<file path="config.mk">
export PLATFORM = sky130hd
export DESIGN_NAME = fcml_spi_cmd_ctrl
export DESIGN_NICKNAME = d
export VERILOG_FILES = /design/src/rtl/fcml_spi_pkg.sv /design/src/rtl/fcml_link_wdt.sv /design/src/rtl/fcml_spi_cmd_ctrl.sv
export SDC_FILE = /design/constraint.sdc
export NUM_CORES = 1
export LEC_CHECK = 0
export ABC_AREA = 1
export ABC_CLOCK_PERIOD_IN_PS = 6470
export CAP_MARGIN = 20
export CORE_MARGIN = 5
export CORE_UTILIZATION = 35
export CTS_CLUSTER_SIZE = 25
export DETAILED_ROUTE_END_ITERATION = 6
export PLACE_DENSITY_LB_ADDON = 0.12
export SKIP_LAST_GASP = 1
export SYNTH_ARGS = -nofsm -noshare
export SYNTH_HDL_FRONTEND = slang
export SYNTH_HIERARCHICAL = 1
export SYNTH_SLANG_ARGS = --single-unit
</file>
<file path="constraint.sdc">
create_clock -name clk -period 6.47 [get_ports clk]
set_input_delay 1.294 -clock clk [delete_from_list [all_inputs] [get_ports clk]]
set_output_delay 1.294 -clock clk [all_outputs]
set_load 0.01 [all_outputs]
</file>
<file path="src/rtl/fcml_spi_pkg.sv">
// Shared definitions for the FCML SPI command path: frame layout, register
// addresses and the commit/fault state encoding.
package fcml_spi_pkg;

  localparam int FRAME_W = 33;

  // Frame bit-field positions
  localparam int PAR_BIT       = 32;
  localparam int ADDR_HI       = 31;
  localparam int ADDR_LO       = 28;
  localparam int RSVD_HI       = 27;
  localparam int RSVD_LO       = 24;
  localparam int SEQ_HI        = 23;
  localparam int SEQ_LO        = 16;
  localparam int DATA_HI       = 15;
  localparam int DATA_LO       = 0;
  localparam int CLR_FAULT_BIT = 15;

  // Register addresses; anything above ADDR_COMMIT is illegal
  localparam logic [3:0] ADDR_DUTY_A = 4'd0;
  localparam logic [3:0] ADDR_DUTY_B = 4'd1;
  localparam logic [3:0] ADDR_DUTY_C = 4'd2;
  localparam logic [3:0] ADDR_CTRL   = 4'd3;
  localparam logic [3:0] ADDR_COMMIT = 4'd4;

  typedef enum logic [1:0] {
    IDLE  = 2'd0,
    PEND  = 2'd1,
    FAULT = 2'd2
  } fcml_state_e;

  // A frame is good when the XOR over all 33 bits is 1 (odd parity)
  function automatic logic frame_parity_ok(input logic [FRAME_W-1:0] f);
    return ^f;
  endfunction

endpackage

</file>
<file path="src/rtl/fcml_link_wdt.sv">
// Link watchdog: counts clk cycles since the last kick, saturating at
// WDT_CYCLES-1; expire is high while the counter sits at that threshold.
module fcml_link_wdt #(
  parameter int WDT_CYCLES = 100000
) (
  input  logic clk,
  input  logic rst_n,
  input  logic kick,
  output logic expire
);

  localparam int CW = (WDT_CYCLES > 2) ? $clog2(WDT_CYCLES) : 1;
  localparam logic [CW-1:0] CNT_MAX = CW'(WDT_CYCLES - 1);

  logic [CW-1:0] cnt;

  // Count idle cycles; a kick restarts from 0, otherwise hold at the threshold
  always_ff @(posedge clk) begin
    if (!rst_n) begin
      cnt <= '0;
    end else if (kick) begin
      cnt <= '0;
    end else if (cnt != CNT_MAX) begin
      cnt <= cnt + 1'b1;
    end
  end

  assign expire = (cnt == CNT_MAX);

endmodule

</file>
<file path="src/rtl/fcml_spi_cmd_ctrl.sv">
// Command controller behind the SPI word receiver of the three-phase FCML
// modulator. Validates each received frame, writes shadow registers, and
// moves shadows to the active settings only at a carrier sync boundary.
// A link watchdog forces the PWM enables off when the host goes silent.
//
// Frame handshake: frame_valid is a one-cycle strobe with no back-pressure
// (there is no ready); frame_data is sampled on the same rising edge and
// every strobe is consumed, either accepted or counted as rejected.
module fcml_spi_cmd_ctrl
  import fcml_spi_pkg::*;
#(
  parameter int DUTY_W     = 16,
  parameter int WDT_CYCLES = 100000
) (
  input  logic               clk,
  input  logic               rst_n,
  input  logic [FRAME_W-1:0] frame_data,
  input  logic               frame_valid,
  input  logic               sync_pulse,
  output logic [DUTY_W-1:0]  duty_a,
  output logic [DUTY_W-1:0]  duty_b,
  output logic [DUTY_W-1:0]  duty_c,
  output logic [2:0]         pwm_en,
  output logic               fault,
  output logic               commit_pending,
  output logic [7:0]         last_seq,
  output logic [7:0]         err_cnt,
  output fcml_state_e        state_dbg
);

  // Frame fields
  logic [3:0]  f_addr;
  logic [3:0]  f_rsvd;
  logic [7:0]  f_seq;
  logic [15:0] f_data;

  assign f_addr = frame_data[ADDR_HI:ADDR_LO];
  assign f_rsvd = frame_data[RSVD_HI:RSVD_LO];
  assign f_seq  = frame_data[SEQ_HI:SEQ_LO];
  assign f_data = frame_data[DATA_HI:DATA_LO];

  logic frame_good;
  logic frame_bad;
  logic is_commit;
  logic is_clear;
  logic wdt_expire;

  // Frame check: parity, reserved field and address range
  always_comb begin
    frame_good = frame_valid && frame_parity_ok(frame_data) &&
                 (f_rsvd == 4'd0) && (f_addr <= ADDR_COMMIT);
    frame_bad  = frame_valid && !frame_good;
    is_commit  = frame_good && (f_addr == ADDR_COMMIT);
    is_clear   = frame_good && (f_addr == ADDR_CTRL) && f_data[CLR_FAULT_BIT];
  end

  fcml_link_wdt #(
    .WDT_CYCLES (WDT_CYCLES)
  ) u_wdt (
    .clk    (clk),
    .rst_n  (rst_n),
    .kick   (frame_good),
    .expire (wdt_expire)
  );

  logic [DUTY_W-1:0] shadow_a;
  logic [DUTY_W-1:0] shadow_b;
  logic [DUTY_W-1:0] shadow_c;
  logic [2:0]        en_shadow;

  // Shadow writes, sequence tag and reject counter; shadows accept writes in every state
  always_ff @(posedge clk) begin
    if (!rst_n) begin
      shadow_a  <= '0;
      shadow_b  <= '0;
      shadow_c  <= '0;
      en_shadow <= '0;
      last_seq  <= '0;
      err_cnt   <= '0;
    end else begin
      if (frame_good) begin
        last_seq <= f_seq;
        case (f_addr)
          ADDR_DUTY_A: shadow_a  <= f_data[DUTY_W-1:0];
          ADDR_DUTY_B: shadow_b  <= f_data[DUTY_W-1:0];
          ADDR_DUTY_C: shadow_c  <= f_data[DUTY_W-1:0];
          ADDR_CTRL:   en_shadow <= f_data[2:0];
          default:     ;
        endcase
      end
      if (frame_bad && (err_cnt != 8'hFF)) begin
        err_cnt <= err_cnt + 8'd1;
      end
    end
  end

  fcml_state_e state;

  // Commit/fault FSM with registered active settings and status flags
  always_ff @(posedge clk) begin
    if (!rst_n) begin
      state          <= IDLE;
      fault          <= 1'b0;
      commit_pending <= 1'b0;
      pwm_en         <= '0;
      duty_a         <= '0;
      duty_b         <= '0;
      duty_c         <= '0;
    end else if ((state != FAULT) && wdt_expire && !frame_good) begin
      // Link lost: kill the enables, drop any pending commit, hold the duties
      state          <= FAULT;
      fault          <= 1'b1;
      commit_pending <= 1'b0;
      pwm_en         <= '0;
    end else begin
      case (state)
        IDLE: begin
          if (is_commit) begin
            state          <= PEND;
            commit_pending <= 1'b1;
          end
        end
        PEND: begin
          // Shadows as they stand before this edge are what get applied
          if (sync_pulse) begin
            state          <= IDLE;
            commit_pending <= 1'b0;
            duty_a         <= shadow_a;
            duty_b         <= shadow_b;
            duty_c         <= shadow_c;
            pwm_en         <= en_shadow;
          end
        end
        FAULT: begin
          // Enables stay off until a later commit completes
          if (is_clear) begin
            state <= IDLE;
            fault <= 1'b0;
          end
        end
        default: begin
          state <= IDLE;
        end
      endcase
    end
  end

  assign state_dbg = state;

endmodule

</file>
* Word level (Yosys, flattened, before mapping)
Cells that the tools add are included.
** Word-level totals
- Flip-flop bits (word level) :: 139
- Bits in latches :: 0
- RAM bits :: 0
- Memory bits (read-only) :: 0
- Input bits :: 37
- Output and inout port bits :: 71
- Word-level logic and storage cells :: 77
- Memories kept :: 0
** Operators by class
- $add $sub $neg :: 2
- $mul :: 0
- Div/mod/pow operators :: 0
- Order comparisons :: 1
- Equal/unequal tests :: 16
- Shift operators :: 0
- Mux-type cells :: 11
- Bitwise operators :: 2
- Reduce and logical (&&, ||, !) cells :: 30
** Operator list (count)
- $reduce_xor A33 Y1 :: 1
- $add A17 B1 Y17 const B :: 1
- $eq A17 B17 Y1 const B :: 1
- $ne A17 B17 Y1 const B :: 1
- $reduce_and A2 Y1 :: 6
- $reduce_and A3 Y1 :: 4
- $logic_and A1 B1 Y1 :: 10
- $ne A3 B3 Y1 const B :: 3
- $add A8 B1 Y8 const B :: 1
- $eq A4 B2 Y1 const B :: 2
- $logic_not A4 Y1 :: 2
- $mux W2 :: 4
- $ne A2 B2 Y1 const B :: 4
- $ne A8 B8 Y1 const B :: 1
- $pmux W2 S3 :: 1
- $reduce_bool A2 Y1 :: 3
- $mux W1 :: 5
- $eq A4 B1 Y1 const B :: 1
- $eq A4 B3 Y1 const B :: 1
- $le A4 B3 Y1 const B :: 1
- $reduce_or A2 Y1 :: 2
- $eq A2 B1 Y1 const B :: 1
- $eq A2 B2 Y1 const B :: 1
- $logic_not A2 Y1 :: 1
- other kinds (3) :: 4

* Depth between registers and ports, before layout
- Word-level depth :: 9
- Gate-level depth with buffers :: 23
- Mapped depth without buffers :: 21

* By module
Netlist, hierarchy kept.
** Modules (own cells, without submodules)
- fcml_spi_cmd_ctrl :: times used 1, cells each 871, area an instance 5686.7 um2, seq. area each 2442.3 um2
- fcml_link_wdt :: times used 1, cells each 154, area an instance 965.9 um2, seq. area each 340.3 um2

* Worst setup path before layout
Ideal clock, no wire load.
- Kind :: input to register
- Start point :: input port frame_data[28]
- End point :: register u_wdt.cnt[7]
- Library setup time :: 0.070 ns
- Arrival time :: 3.239 ns
- Required time :: 6.400 ns
- Path slack :: 3.161 ns
- Stages :: 22
- Buffers on the path :: 3
- Cell sequence :: inv_1 ha_1 inv_1 nand2_1 nand2_1 nand2_1 nand2_1 nand2_1 nand2_1 nand2_1 nand3_1 nand2_1 nand2_1 nand2_2 nand2_2 buf_6 inv_2 buf_4 nor2_1 buf_2 o21ai_0 a21oi_1
** On the way
- Cells in the longest elaborated chain, start to end :: 5
- Elaborated cells between the ends (all ways) :: 6
- Classes of those cells :: order compare (1); reduce/logical (5)
** Ends and longest elaborated chain
- start, declared :: RTL line fcml_spi_cmd_ctrl.sv:17 : input logic [FRAME_W-1:0] frame_data,
- $reduce_xor A33 Y1 :: RTL line fcml_spi_pkg.sv:34 : return ^f;
- $logic_and A1 B1 Y1 (2 in series) :: RTL line fcml_spi_cmd_ctrl.sv:50 : frame_good = frame_valid && frame_parity_ok(frame_data) &&
- $logic_and A1 B1 Y1 (*) :: RTL line fcml_spi_cmd_ctrl.sv:51 : (f_rsvd == 4'd0) && (f_addr <= ADDR_COMMIT);
- named net frame_good :: RTL line fcml_spi_cmd_ctrl.sv:42 : logic frame_good;
- $reduce_or A2 Y1 (no line) (*)
- end signal, assigned :: RTL line fcml_link_wdt.sv:24 : cnt <= cnt + 1'b1;
- end, declared :: RTL line fcml_link_wdt.sv:15 : logic [CW-1:0] cnt;
Mark *: on every way through the listed nets, which the timed path passes. The rest lies on a longest branch.
A chain may end at the register's enable or synchronous reset.

* Final worst setup path
- Start point :: input port frame_data[28]
- End point :: register duty_c[9]
** On the way
- Cells in the longest elaborated chain, start to end :: 8
- Elaborated cells between the ends (all ways) :: 9
- Classes of those cells :: order compare (1); bitwise (1); reduce/logical (7)
** Ends and longest elaborated chain
- $reduce_xor A33 Y1 :: RTL line fcml_spi_pkg.sv:34
- $logic_and A1 B1 Y1 (2 in series) :: RTL line fcml_spi_cmd_ctrl.sv:50
- $logic_and A1 B1 Y1 (*) :: RTL line fcml_spi_cmd_ctrl.sv:51
- $logic_not A1 Y1 (*) :: RTL line fcml_spi_cmd_ctrl.sv:109 : end else if ((state != FAULT) && wdt_expire && !frame_good) begin
- $logic_and A1 B1 Y1 (*) :: RTL line fcml_spi_cmd_ctrl.sv:109
- $not A1 Y1 (no line) (*)
- $reduce_and A3 Y1 (no line) (*)
- end signal, assigned :: RTL line fcml_spi_cmd_ctrl.sv:130 : duty_c <= shadow_c;
- end, declared :: RTL line fcml_spi_cmd_ctrl.sv:22 : output logic [DUTY_W-1:0] duty_c,
Mark *: on every way between the ends. The rest lies on a longest branch, timed or not.

==> metrics.md <==
| Metric | Value |
|---|---|
| Max-cap violation count | `0` |
| HP Start | `duty_c[13]` |
| Row Count | `50` |
| Synth warn | `6` |
| Synthesized netlist cell count | `a little over 1000` |
| Pin count of the biggest net entering global routing | `104` |
| Syn-to-layout area delta | `25.97%` |
| Final ANT Viol Nets | `0` |
| H-tree Lvls | `4` |
| Clock slew at reported path FFs | `roughly 60 ps` |
| Chip height | `between 100 and 150 um` |
| Pre-antenna DRT Iters | `4` |
| Global-route wire length before repair | `just under 30 mm` |
| Slew Limit Fails | `0` |
| Seq cells post-synth | `approximately 140` |
| CTS buffer count | `17` |
| Clock buffer depth | `2` |
| Post-CTS setup buffer count | `0` |
| Max-slew headroom | `0.2808` |
| Grt ovf | `0` |
| Post-synthesis sequential area ratio | `0.4183` |
| Final Hold Fails | `0` |
| Critical Path AT | `4520 ps` |
| Worst path required time | `just under 7000 ps` |
| Overall track demand over capacity in global routing | `0.1635` |
| CP max stage cell | `nand2_4` |
| Syn nets | `between 1000 and 1500` |
| Worst skew pair latency | `roughly 420 ps` |
| Placed Area | `~7800 um^2` |
| GP Congestion | `0.8076` |
| Layout Utilization | `0.4480` |
| Final worst slack | `~2300 ps` |
| Setup violators final | `0` |
| Initial antenna violation count | `0` |
| Antenna cells | `0` |
| CP endpoint kind | `flop` |
| Max Clock Skew | `a little over 7 ps` |
| Die area | `~22000 um^2` |
| CTS Root Cell | `clkbuf_16` |
| Worst-path cell chain | `clkdlybuf4s50_1 -> inv_1 -> ha_1 -> inv_1 -> nand2_1 -> nand2_1 -> nand2_1 -> nand2_1 -> nand2_1 -> nand3_1 -> nand3_1 -> nand2_1 -> nand2_1 -> nand2_2 -> nand2_2 -> nand2_4 -> nand3_1 -> nand2_1 -> nor2_1` |
| DP Worst Slack | `between 1500 and 2000 ps` |
| Final Non-Filler Cells | `roughly 1400` |
| DR vias/cell | `about 4.5` |
| Setup TNS Final | `0 ps` |
| CTS sink cnt | `about 140` |
| Reg-to-Reg Start | `u_wdt/cnt[0]` |
| Synth Area per Inst | `between 6 and 7 um^2` |
| Critical path fanouts, max | `96` |
| Residual DRC count | `0` |
| Placed insts | `between 1000 and 1500` |
| Max VDD drop | `0.1797 mV` |
| Static leakage | `3.851 nW` |
| Max frequency | `between 200 and 250 MHz` |
| Cell family with most CP delay | `simple AND/OR/NAND/NOR gates` |
| Worst path most repeated cell | `nand2_1` |
| Critical path origin | `frame_data[28]` |
| Cell Pwr Density | `between 200 and 250 nW/um^2` |
| Die Wd | `between 100 and 150 um` |
| CTS tree | `yes` |
| Status | `complete, no violations` |
| Cell area after layout | `approximately 8400 um^2` |
| Drt wl/cell | `roughly 13 um` |
| Netlist cell types | `30` |
| R2R setup slack | `between 4000 and 5000 ps` |
| Net count, final | `1158` |
| Starting Density | `0.3557` |
| Post-CTS Hold Buffers | `0` |
| Critical Path Max Stage Delay | `approximately 830 ps` |
| Post-detail-place hpwl | `11.71 mm` |
| Period utilisation layout | `0.6505` |
| Detailed Route Iter0 Violations | `380` |
| Mapped cell area | `6653 um^2` |
| I/O pin count | `between 100 and 150` |
| Placeable Area | `about 19000 um^2` |
| Final min period | `about 4200 ps` |
| RSZ-0062 raised after global routing | `false` |
| Total number of vias | `a little over 6000` |
| Slew @ Worst Pin | `between 1000 and 1500 ps` |
| CP Buf/Inv Count | `3` |
| Crit Path Category | `primary input to flop` |
| Worst hold-check path type | `flop to flop` |
| Routed wire length | `between 15 and 20 mm` |
| Share of layout cells above drive strength 1 | `0.04452` |
| Top cell type's share of synthesized area | `0.4183` |
| Most area-consuming cells after synthesis | `dfxtp_1, nand2_1, nor2_1, inv_1, nand3_1` |
| Gates resized, CTS repair | `0` |
| Vias in the first global route | `5637` |
| PortBufs | `107` |
| Crit start category | `primary input` |
| Cell taking the most area after synthesis | `dfxtp_1` |
## flip-flops by register name, indices dropped and copies added, names as in the netlist, 2 cells and up
name / flops
state_dbg: 2
last_seq: 8
err_cnt: 8
en_shadow: 3
u_wdt/cnt: 17
duty_a: 16
pwm_en: 3
shadow_b: 16
duty_b: 16
duty_c: 16
shadow_a: 16
shadow_c: 16
## layer usage
| layer | track usage | vias up | share of wire |
|---|---|---|---|
| met2 | 0.2576 | 84 | 0.46 |
| met1 | 0.2241 | 2708 | 0.50 |
| met5 | 0 | - | 0 |
| met3 | 0.03280 | 14 | 0.029 |
| met4 | 0.05635 | 0 | 0.013 |
| li1 | - | 3312 | - |
## final cells by class
cell class / instances / area [um^2]
multi-input cells: 721 / 3196
flip-flops and latches: 139 / 2783
clock inverters: 14 / 123.9
inverters: 119 / 446.7
fillers: 1980 / 10320
clock buffers: 17 / 425.4
well taps: 234 / 292.8
repair buffers: 113 / 1114
## power breakdown
| group | switching (mW) | internal [mW] |
|---|---|---|
| registers | 0.00352 | 0.859 |
| logic | 0.0870 | 0.0576 |
| clock network | 0.391 | 0.528 |
| total | 0.481 | 1.45 |
## worst paths after layout
path,endpoint,depth (start not counted)
min,duty_c[13],2
max reg2reg,duty_a[2],11
min reg2reg,duty_c[13],2
max,duty_c[9],19
## stage by stage
stage                     hold slack (ps)  power, mW
after CTS                           484.7      1.956
after global placement              457.2      1.027
after global routing                501.3      2.011
after detailed placement            468.9      1.028
after floorplan                     465.6     0.9679
final                               477.0      1.926
## cells in the mapped netlist (all sizes together)
cell type  instances
inv              118
or2                1
buf               22
xor2               6
a31oi              1
nand2            299
clkinv             1
dfxtp            139
nor2             211
o21ai             15
nor3               4
clkbuf            24
and2               2
a21oi             68
o21a               1
nand4             13
nand3             75
xnor2             12
nand3b             3
ha                10
## cell usage in the layout, fill, tap and decap left out, types with 12 or more instances in the layout
| cell type | netlist | final |
|---|---|---|
| nand3_1 | 74 | 74 |
| o21ai_0 | 15 | 15 |
| a21oi_1 | 68 | 68 |
| dfxtp_1 | 139 | 139 |
| clkdlybuf4s50_1 | 0 | 106 |
| nand2_1 | 294 | 294 |
| nand4_1 | 13 | 13 |
| inv_1 | 116 | 116 |
| nor2_1 | 210 | 210 |
| clkbuf_16 | 0 | 17 |
| xnor2_1 | 12 | 12 |
## worst register-to-register path, stage by stage, from the launching register on
cell     delay, ps
dfxtp_1        420
ha_1           200
nand2_1         50
inv_1          110
nand2_1         80
inv_1          130
nand3_2        140
inv_1          160
nand2_4        530
nand3_1        320
nand2_1         80
nor2_1         140
## cells by family after synthesis
group,count (synthesis),share of synthesized area
adders and majority gates,10,0.01881
DFF,139,0.4183
AOI/OAI and AO/OA,85,0.06451
xor gates and xnor gates,18,0.02370
and+or+nand+nor,608,0.3718
buffers and inverters,165,0.1029
(Power assumes the default switching activity.)
